### src/rtl/rom_sequence_controller_pkg.sv
// -----------------------------------------------------------------------------
// rom_sequence_controller_pkg
// Shared definitions for the Simon-style round controller: the FSM state
// encoding, default timing constants and the timer-width helper.
// No ports (package).
// -----------------------------------------------------------------------------
package rom_sequence_controller_pkg;

  typedef enum logic [3:0] {
    IDLE       = 4'd0,
    SHOW_FETCH = 4'd1,
    SHOW_ON    = 4'd2,
    SHOW_OFF   = 4'd3,
    IN_FETCH   = 4'd4,
    IN_WAIT    = 4'd5,
    IN_RELEASE = 4'd6,
    NEXT_ROUND = 4'd7,
    WIN        = 4'd8,
    LOSE       = 4'd9
  } state_e;

  localparam int DEF_SHOW_CYCLES    = 1000;
  localparam int DEF_GAP_CYCLES     = 500;
  localparam int DEF_TIMEOUT_CYCLES = 5000;
  localparam int DEF_LAST_ROUND     = 15;

  // Width needed for one timer shared by all three intervals.
  function automatic int timer_width(input int a, input int b, input int c);
    int m;
    m = a;
    if (b > m) m = b;
    if (c > m) m = c;
    return $clog2(m + 1);
  endfunction

endpackage

### src/rtl/rom_sequence_controller_interval_timer.sv
// -----------------------------------------------------------------------------
// rom_sequence_controller_interval_timer
// Up-counter that restarts from 0 on load and flags done on the cycle where
// count == limit-1, so a state that loads it on entry lasts exactly 'limit'
// cycles. It holds at limit-1 rather than wrapping.
// Ports:
//   clock  in   rising-edge clock
//   reset  in   synchronous active-high reset
//   load   in   restart count at 0 on the next edge
//   limit  in   interval length in cycles
//   done   out  high on the last cycle of the interval
// -----------------------------------------------------------------------------
module rom_sequence_controller_interval_timer #(
  parameter int WIDTH = 8
) (
  input  logic             clock,
  input  logic             reset,
  input  logic             load,
  input  logic [WIDTH-1:0] limit,
  output logic             done
);

  logic [WIDTH-1:0] count_q;
  logic [WIDTH-1:0] count_d;

  // NOTE: every signal written here gets a default first so no path leaves
  // it unassigned, which would otherwise infer a latch.
  always_comb begin
    done    = (count_q == limit - WIDTH'(1));
    count_d = count_q;
    if (load) begin
      count_d = '0;
    end else if (!done) begin
      count_d = count_q + WIDTH'(1);
    end
  end

  // NOTE: state registers use non-blocking assignments so every flop samples
  // pre-edge values regardless of block evaluation order.
  always_ff @(posedge clock) begin
    if (reset) count_q <= '0;
    else       count_q <= count_d;
  end

endmodule

### src/rtl/rom_sequence_controller.sv
// -----------------------------------------------------------------------------
// rom_sequence_controller
// Runs a Simon-style memory game against an external 16x4 synchronous ROM of
// one-hot patterns. Round r plays words 0..r on the LEDs, then checks the
// player's presses against the same words. Ends in WIN after the last round,
// or LOSE on a wrong press or timeout.
// Ports:
//   clock          in   rising-edge clock
//   reset          in   synchronous active-high reset
//   start          in   one-cycle pulse, honoured in IDLE/WIN/LOSE
//   buttons[3:0]   in   debounced buttons, active-high
//   rom_data[3:0]  in   ROM output, valid one cycle after rom_address
//   rom_address    out  registered ROM address
//   leds[3:0]      out  playback pattern (SHOW_ON only)
//   round[3:0]     out  current round index
//   waiting_input  out  high in IN_WAIT
//   won / lost     out  high in WIN / LOSE
// -----------------------------------------------------------------------------
module rom_sequence_controller
  import rom_sequence_controller_pkg::*;
#(
  parameter int SHOW_CYCLES    = DEF_SHOW_CYCLES,
  parameter int GAP_CYCLES     = DEF_GAP_CYCLES,
  parameter int TIMEOUT_CYCLES = DEF_TIMEOUT_CYCLES,
  parameter int LAST_ROUND     = DEF_LAST_ROUND
) (
  input  logic       clock,
  input  logic       reset,
  input  logic       start,
  input  logic [3:0] buttons,
  input  logic [3:0] rom_data,
  output logic [3:0] rom_address,
  output logic [3:0] leds,
  output logic [3:0] round,
  output logic       waiting_input,
  output logic       won,
  output logic       lost
);

  localparam int TW = timer_width(SHOW_CYCLES, GAP_CYCLES, TIMEOUT_CYCLES);

  state_e     state_q, state_d;
  logic [3:0] round_q, round_d;
  logic [3:0] idx_q, idx_d;
  logic [3:0] addr_q, addr_d;
  logic [3:0] btn_prev_q;

  logic          press;
  logic          timer_load;
  logic          timer_done;
  logic [TW-1:0] timer_limit;

  // A press is the first cycle any button goes high from all-released, so a
  // button already held on entry to IN_WAIT is not taken as a new press.
  assign press = (buttons != 4'd0) && (btn_prev_q == 4'd0);

  // Any state change restarts the timer, so each timed state counts from 0.
  assign timer_load = (state_d != state_q);

  always_comb begin
    unique case (state_q)
      SHOW_OFF: timer_limit = TW'(GAP_CYCLES);
      IN_WAIT:  timer_limit = TW'(TIMEOUT_CYCLES);
      default:  timer_limit = TW'(SHOW_CYCLES);
    endcase
  end

  rom_sequence_controller_interval_timer #(
    .WIDTH (TW)
  ) u_timer (
    .clock (clock),
    .reset (reset),
    .load  (timer_load),
    .limit (timer_limit),
    .done  (timer_done)
  );

  always_comb begin
    state_d = state_q;
    round_d = round_q;
    idx_d   = idx_q;
    addr_d  = addr_q;
    unique case (state_q)
      IDLE, WIN, LOSE: begin
        if (start) begin
          state_d = SHOW_FETCH;
          round_d = '0;
          idx_d   = '0;
          addr_d  = '0;
        end
      end
      SHOW_FETCH: state_d = SHOW_ON;
      SHOW_ON: if (timer_done) state_d = SHOW_OFF;
      SHOW_OFF: begin
        if (timer_done) begin
          // Comparing before incrementing keeps idx within 0..round.
          if (idx_q == round_q) begin
            idx_d   = '0;
            addr_d  = '0;
            state_d = IN_FETCH;
          end else begin
            idx_d   = idx_q + 4'd1;
            addr_d  = idx_q + 4'd1;
            state_d = SHOW_FETCH;
          end
        end
      end
      IN_FETCH: state_d = IN_WAIT;
      IN_WAIT: begin
        if (press && (buttons == rom_data)) state_d = IN_RELEASE;
        else if (press)                     state_d = LOSE;
        else if (timer_done)                state_d = LOSE;
      end
      IN_RELEASE: begin
        if (buttons == 4'd0) begin
          if (idx_q == round_q) begin
            state_d = NEXT_ROUND;
          end else begin
            idx_d   = idx_q + 4'd1;
            addr_d  = idx_q + 4'd1;
            state_d = IN_FETCH;
          end
        end
      end
      NEXT_ROUND: begin
        if (round_q == 4'(LAST_ROUND)) begin
          state_d = WIN;
        end else begin
          round_d = round_q + 4'd1;
          idx_d   = '0;
          addr_d  = '0;
          state_d = SHOW_FETCH;
        end
      end
      default: state_d = IDLE;
    endcase
  end

  always_ff @(posedge clock) begin
    if (reset) begin
      state_q    <= IDLE;
      round_q    <= '0;
      idx_q      <= '0;
      addr_q     <= '0;
      btn_prev_q <= '0;
    end else begin
      state_q    <= state_d;
      round_q    <= round_d;
      idx_q      <= idx_d;
      addr_q     <= addr_d;
      btn_prev_q <= buttons;
    end
  end

  assign rom_address   = addr_q;
  assign round         = round_q;
  assign leds          = (state_q == SHOW_ON) ? rom_data : 4'd0;
  assign waiting_input = (state_q == IN_WAIT);
  assign won           = (state_q == WIN);
  assign lost          = (state_q == LOSE);

endmodule

### config.mk
export PLATFORM = sky130hd
export DESIGN_NAME = rom_sequence_controller
export DESIGN_NICKNAME = d
export VERILOG_FILES = /design/src/rtl/rom_sequence_controller_pkg.sv /design/src/rtl/rom_sequence_controller_interval_timer.sv /design/src/rtl/rom_sequence_controller.sv
export SDC_FILE = /design/constraint.sdc
export NUM_CORES = 1
export LEC_CHECK = 0
export ABC_AREA = 1
export CAP_MARGIN = 30
export CORE_AREA = 2 2 65 67
export DETAILED_ROUTE_END_ITERATION = 8
export DIE_AREA = 0 0 67 69
export HOLD_SLACK_MARGIN = 0.02
export PLACE_DENSITY = 0.79
export SYNTH_ARGS = -nofsm -noshare
export SYNTH_HDL_FRONTEND = slang
export SYNTH_SLANG_ARGS = --single-unit
### constraint.sdc
create_clock -name clock -period 2.1 [get_ports clock]
set_clock_uncertainty 0.15 [all_clocks]
set_input_delay 0.315 -clock clock [delete_from_list [all_inputs] [get_ports clock]]
set_output_delay 0.315 -clock clock [all_outputs]
set_load 0.02 [all_outputs]
-- Word-level counts from Yosys, hierarchy flattened
Index checks and enable logic that the tools add are counted.
- muxes and demuxes: 22
- $add $sub $neg: 4
- reductions and logical operators: 12
- eq/ne operators: 19
- operators by type and width (operator ; count):
    two-way mux 4 bit ; 16
    case mux 4 bit (8 select lines) ; 1
    case mux 13 bit (2 select lines) ; 1
    == test 4 x 3 -> 1 bit (second input constant) ; 4
    case mux 4 bit (4 select lines) ; 1
    adder 13 x 1 -> 13 bit (second input constant) ; 1
    == test 13 bit ; 1
    subtractor 13 x 1 -> 13 bit (second input constant) ; 1
    == test 4 bit (second input constant) ; 3
    logical NOT 4 bit ; 3
    inequality test 2 bit (second input constant) ; 5
    adder 4 x 1 -> 4 bit (second input constant) ; 2
    == test 4 x 2 -> 1 bit (second input constant) ; 2
    == test 4 bit ; 2
    case mux 4 bit (2 select lines) ; 1
    nonzero test 4 bit ; 2
    AND reduction 6 bit ; 1
    == test 4 x 1 -> 1 bit (second input constant) ; 1
    inequality test 4 bit ; 1
    two-way mux 3 bit ; 1
    AND reduction 3 bit ; 1
    OR reduction 3 bit ; 1
    logical AND 1 bit ; 2
    two-way mux 2 bit ; 1
    other kinds (2) ; 2
- output and inout bits: 15
- logic and storage cells: 62
- input port bits: 11
- register bits after elaboration: 29

-- Logic depth before layout (Yosys ltp)
- depth in word-level cells: 10
- depth in mapped cells: 19
- mapped depth without buffers: 17

-- Modules after synthesis
Synthesis repeated with hierarchy kept, for this count alone.
- cell total of the unflattened synthesis: 446
- area, all modules: 2616.3 µm²
- modules (own cells, without submodules) (module ; times used ; seq. area each (µm²) ; cells each ; area an instance (µm²)):
    rom_sequence_controller ; 1 ; 320.3 ; 224 ; 1317.5
    rom_sequence_controller_interval_timer ; 1 ; 260.2 ; 222 ; 1298.7

-- Least setup slack after synthesis
No wires, ideal clock.
- path type: reg-to-reg
- start point: register u_timer.count_q[0]
- end point: register u_timer.count_q[11]
- path buffers: 2
- period minus slack after synthesis: 2037 ps
- path slack: 63 ps
- arrival time: 1770 ps
- library setup time: 117 ps
- stages on the path, launching flop included: 19
- required time: 1833 ps
- cell sequence: dfxtp_1 ha_1 nand2_1 inv_1 nand2_1 nor2_1 nand2_1 nor2_2 nand3_2 buf_6 nand2_1 nand2_1 nand2_1 nand3_1 nand2_1 nand2_1 nand2_2 buf_6 nor2_2
- word-level cells in the longest chain between the ends: 7
- elaborated cells between the ends (all ways): 10
- those cells by class: add/sub: 1; eq/ne: 2; mux: 6; reduce/logical: 1
- ends and longest elaborated chain (what ; line ; source):
    start: declaration ; rom_sequence_controller_interval_timer.sv:23 ; logic [WIDTH-1:0] count_q;
    start signal: assignment ; rom_sequence_controller_interval_timer.sv:42 ; else count_q <= count_d;
    == test 13 bit ; rom_sequence_controller_interval_timer.sv:29 ; done = (count_q == limit - WIDTH'(1));
    two-way mux 4 bit ; rom_sequence_controller.sv:112 ; else if (timer_done) state_d = LOSE;
    two-way mux 4 bit ; rom_sequence_controller.sv:111 ; else if (press) state_d = LOSE;
    two-way mux 4 bit ; rom_sequence_controller.sv:110 ; if (press && (buttons == rom_data)) state_d = IN_RELEASE;
    case mux 4 bit (8 select lines) ; rom_sequence_controller.sv:83 ; unique case (state_q)
    inequality test 4 bit ; rom_sequence_controller.sv:58 ; assign timer_load = (state_d != state_q);
    OR reduction 2 bit (no line) ; - ;
Parallel ways exist; a longest one is shown, timed or not.
A chain may end at the register's enable or synchronous reset.

-- Worst setup path in the final report
- start point: register state_q[3]
- end point: register u_timer.count_q[1]
- word-level cells in the longest chain between the ends: 10
- elaborated cells between the ends (all ways): 24
- those cells by class: add/sub: 1; eq/ne: 11; mux: 9; reduce/logical: 3
- ends and longest elaborated chain (what ; line ; source):
    start: declaration ; rom_sequence_controller.sv:42 ; state_e state_q, state_d;
    start signal: assignment ; rom_sequence_controller.sv:147 ; state_q <= state_d;
    == test 4 x 3 -> 1 bit or == test 4 x 2 -> 1 bit (tied branches) ; rom_sequence_controller.sv:61, rom_sequence_controller.sv:83 ;
    case mux 13 bit (2 select lines) ; rom_sequence_controller.sv:61 ; unique case (state_q)
    subtractor 13 x 1 -> 13 bit ; rom_sequence_controller_interval_timer.sv:29 ;
    == test 13 bit ; rom_sequence_controller_interval_timer.sv:29 ;
    two-way mux 4 bit ; rom_sequence_controller.sv:112 ;
    two-way mux 4 bit ; rom_sequence_controller.sv:111 ;
    two-way mux 4 bit ; rom_sequence_controller.sv:110 ;
    case mux 4 bit (8 select lines) ; rom_sequence_controller.sv:83 ;
    inequality test 4 bit ; rom_sequence_controller.sv:58 ;
    OR reduction 2 bit (no line) ; - ;
Parallel ways exist; a longest one is shown, timed or not.

==> results.toml <==
[status]
status = "finished, violations left"
violations = "negative setup slack"

[worst_setup_path]
cp_slowest_cell = "dfxtp_1"
crit_arrival_ns = 2.24
reg2regPathDepth = 13
crit_family = "simple AND/OR/NAND/NOR gates"
cpPeakStageDelay_ns = 0.37
crit_required_ns = 2.16
crit_top_cell = "nand2_1"
crit_fanout = 7
worstSetupEndpoint = "u_timer.count_q[1]"
critical_path_class = "register to register"
crit_chain = "inv_2, nand2_1, nor2_4, nor2_1, a21oi_2, nand3_4, a21oi_4, nand2_1, nand2_1, nand2_2, nor2_4, nand2_4, nor2_2"
startpoint_type = "register"
rrSetupSlack_ns = -0.08
worst_setup_path_end_kind = "register"
rr_endpoint = "u_timer.count_q[1]"
path_buf_inv = 1
cp_num_cells = 13
crit_start = "state_q[3]"
r2r-start = "state_q[3]"

[timing]
rsz0062_at_grt = "yes"
fin_crit_sh_pct = 104
setup_violations = 13
finalHoldViolations = 0
slew_violations = 0
layout_min_cycle_time_ns = 2.18
tns_ns = -0.645
fmax_mhz = 459
worstMarginPinSlew_ns = 0.329
slew_headroom_pct = 77.9
fin_ws_ns = -0.0803

[yosys]
yosys.cell_types.count = 28
synth_nets = 296
synth_xor_area_share_pct = 8.59
yosys.area.top_type = "dfxtp_1"
synth_fa_ha_area_share_pct = 2.05
synth_area_mm2 = 0.00183
ys_seq_elements = 29
yosys-top-cells-area = "dfxtp_1, nand2_1, nor2_1"
syn_inst = 282
synth_top_area_share_pct = 31.7
synth-simple-area-share_pct = 40.1
yosysSeqAreaShare_pct = 31.7
synth_mux_area_share_pct = 0.546
yosysWarnings = 0
avgSynthCellArea_um2 = 6.50
synth_top_family_by_area = "simple AND/OR/NAND/NOR gates"
synth-compound-area-share_pct = 7.03

[floorplanning]
fp.coreArea_mm2 = 0.00391
dieArea_mm2 = 0.00462
start_util_pct = 46.9
die_x_um = 67
die_y_um = 69
ios = 26
row_count = 23

[cells_and_area]
final_layout_size_suffix_gt1_share_pct = 34.1
post-route-cell-area_mm2 = 0.00277
fillers = 330
diodes = 0
finalNetCount = 377
syn_to_final_growth_pct = 50.9

[power_and_ir_drop]
p_clk_share_pct = 27.4
p_sw_share_pct = 34.1
p_switching_uw = 534
leakagePower_nw = 1.30
pwr-share-seq_pct = 38.3
combPwrFrac_pct = 34.3
peakVddDrop_mv = 0.393
p_int_mw = 1.03
power-per-cell-area_mw_per_mm2 = 566

[global_routing]
grt_overflow_total = 0
grt_pass1_vias = 1822
grt_max_degree = 13
antenna_found_initial = 0
grt_usage_pct = 20.9
grt_pass1_wl_mm = 7.51

[clock_network]
cts_max_level = 2
clockBufferDepth = 2
cts_tree = "yes"
clk_pin_slew_ns = 0.06
cts.sinks = 29
cts_buffers = 5
root_buffer = "clkbuf_8"
clk_latency_ns = 0.27

[routing]
vias = 2072
drt_iter0_drc = 95
drt-vias-per-instance = 5.00
dr.pass1.iters = 4
drc = 0
routed_wl_mm = 5.22
ant_nets = 0
wl_per_cell_um = 12.6

[min_path]
hold_class = "input port to register"

[placed_design]
dp_hpwl_mm = 3.63
placed_cell_area_mm2 = 0.00247
gp_congestion = 0.909
io_buffers = 25

[job]
cap_violations = 0
==> final cells by class <==
cell class / instances / area, um^2 / share of cell area, %
Multi-Input combinational cell: 210 / 1230 / 44.5
Clock buffer: 8 / 80.1 / 2.89
Sequential cell: 29 / 592 / 21.4
Inverter: 40 / 150 / 5.42
Tap cell: 50 / 62.6 / 2.26
Timing Repair Buffer: 77 / 651 / 23.5
==> flip-flops by register name (all words and copies together), names as in the netlist <==
name and count:
u_timer.count_q 13, state_q 4, btn_prev_q 4, rom_address 4
round 4
==> cells by family after synthesis <==
family | count (synthesis)
simple gates | 164
flops | 29
xor+xnor | 18
compound gates | 23
fa+ha+maj | 3
mux | 1
buf+inv | 44
==> worst min-delay path: stages <==
cell            delay [ns]
dlymetal6s2s_1        0.14
inv_2                 0.06
buf_4                 0.10
nor2_1                0.03
==> layout by cell type (no fill, tap or decap), drive strengths merged, types with 2 or more instances in the layout <==
master         netlist  routed
clkdlybuf4s50        0      14
nor3                 8       8
xnor2                7       7
inv                 40      40
nand3               19      19
o21ai                8       8
a21oi               12      12
nand4                5       5
ha                   3       3
buf                  3      52
or2                  2       2
dlymetal6s2s         0       4
clkbuf               1      10
dfxtp               29      29
a31oi                2       2
xor2                11      11
dlygate4sd2          0       2
nor2                57      57
nand2               71      72
clkdlybuf4s15        0       2
==> synthesized netlist by cell type <==
master    instances
nor2_1           42
buf_4             1
or2_2             1
xnor2_1           7
o21ai_0           8
a311oi_1          1
nand3_1          18
a21oi_2           2
a21oi_1          10
dfxtp_1          29
buf_6             2
clkbuf_1          1
a31oi_1           2
nand3_2           1
mux2i_1           1
nor2_2           12
nand2_2           2
nand2_1          69
nor2_4            3
or2_0             1
nor4_1            1
inv_1            37
inv_2             3
nor3b_1           1
ha_1              3
nand4_1           5
nor3_1            8
xor2_1           11
==> worst min path at each step <==
stage	endpoint	cells after the start	start
CTS	round[1]	2	round[1]
global route	btn_prev_q[1]	4	buttons[1]
floorplan	state_q[2]	1	reset
detailed placement	round[1]	2	round[1]
global placement	round[1]	2	round[1]
finish	btn_prev_q[1]	4	buttons[1]
==> per-layer routing <==
metal | track usage, % | up-vias | part of all wire (%)
met1 | 22.9 | 929 | 40
met3 | 6.20 | 29 | 3.9
li1 | - | 1045 | -
met4 | 7.48 | 0 | 5.1
met2 | 36.9 | 69 | 51
met5 | 0 | - | 0
==> power groups by stage <==
stage | sequential (mW) | combinational, mW | clock [mW]
final | 0.600 | 0.537 | 0.429
after global placement | 0.602 | 0.418 | 0
after floorplan | 0.607 | 0.246 | 0
after CTS | 0.593 | 0.462 | 0.437
after global routing | 0.603 | 0.586 | 0.460
after detailed placement | 0.603 | 0.432 | 0
==> per-stage QoR <==
stage / instances / setup slack [ns] / util, % / power (mW) / hold WS (ns)
2_1_floorplan: 282 / 0.0632 / - / 0.853 / 0.234
3_3_place_gp: 400 / -0.309 / 63.0 / 1.02 / 0.375
3_5_place_dp: 400 / -0.374 / 63.0 / 1.03 / 0.388
4_1_cts: 411 / -0.0246 / 66.3 / 1.49 / 0.396
5_1_grt: 414 / -0.180 / 70.7 / 1.65 / 0.272
6_report: 414 / -0.0803 / 70.7 / 1.57 / 0.267
==> repair_timing <==
item                       4_1_cts  5_1_grt
hold buffers                     0        0
setup buffers                    2        3
setup endpoints to repair       24       22
pin swaps                        3       17
gates resized for setup         22       55
cloned                           1        0
(Power assumes the default switching activity.)
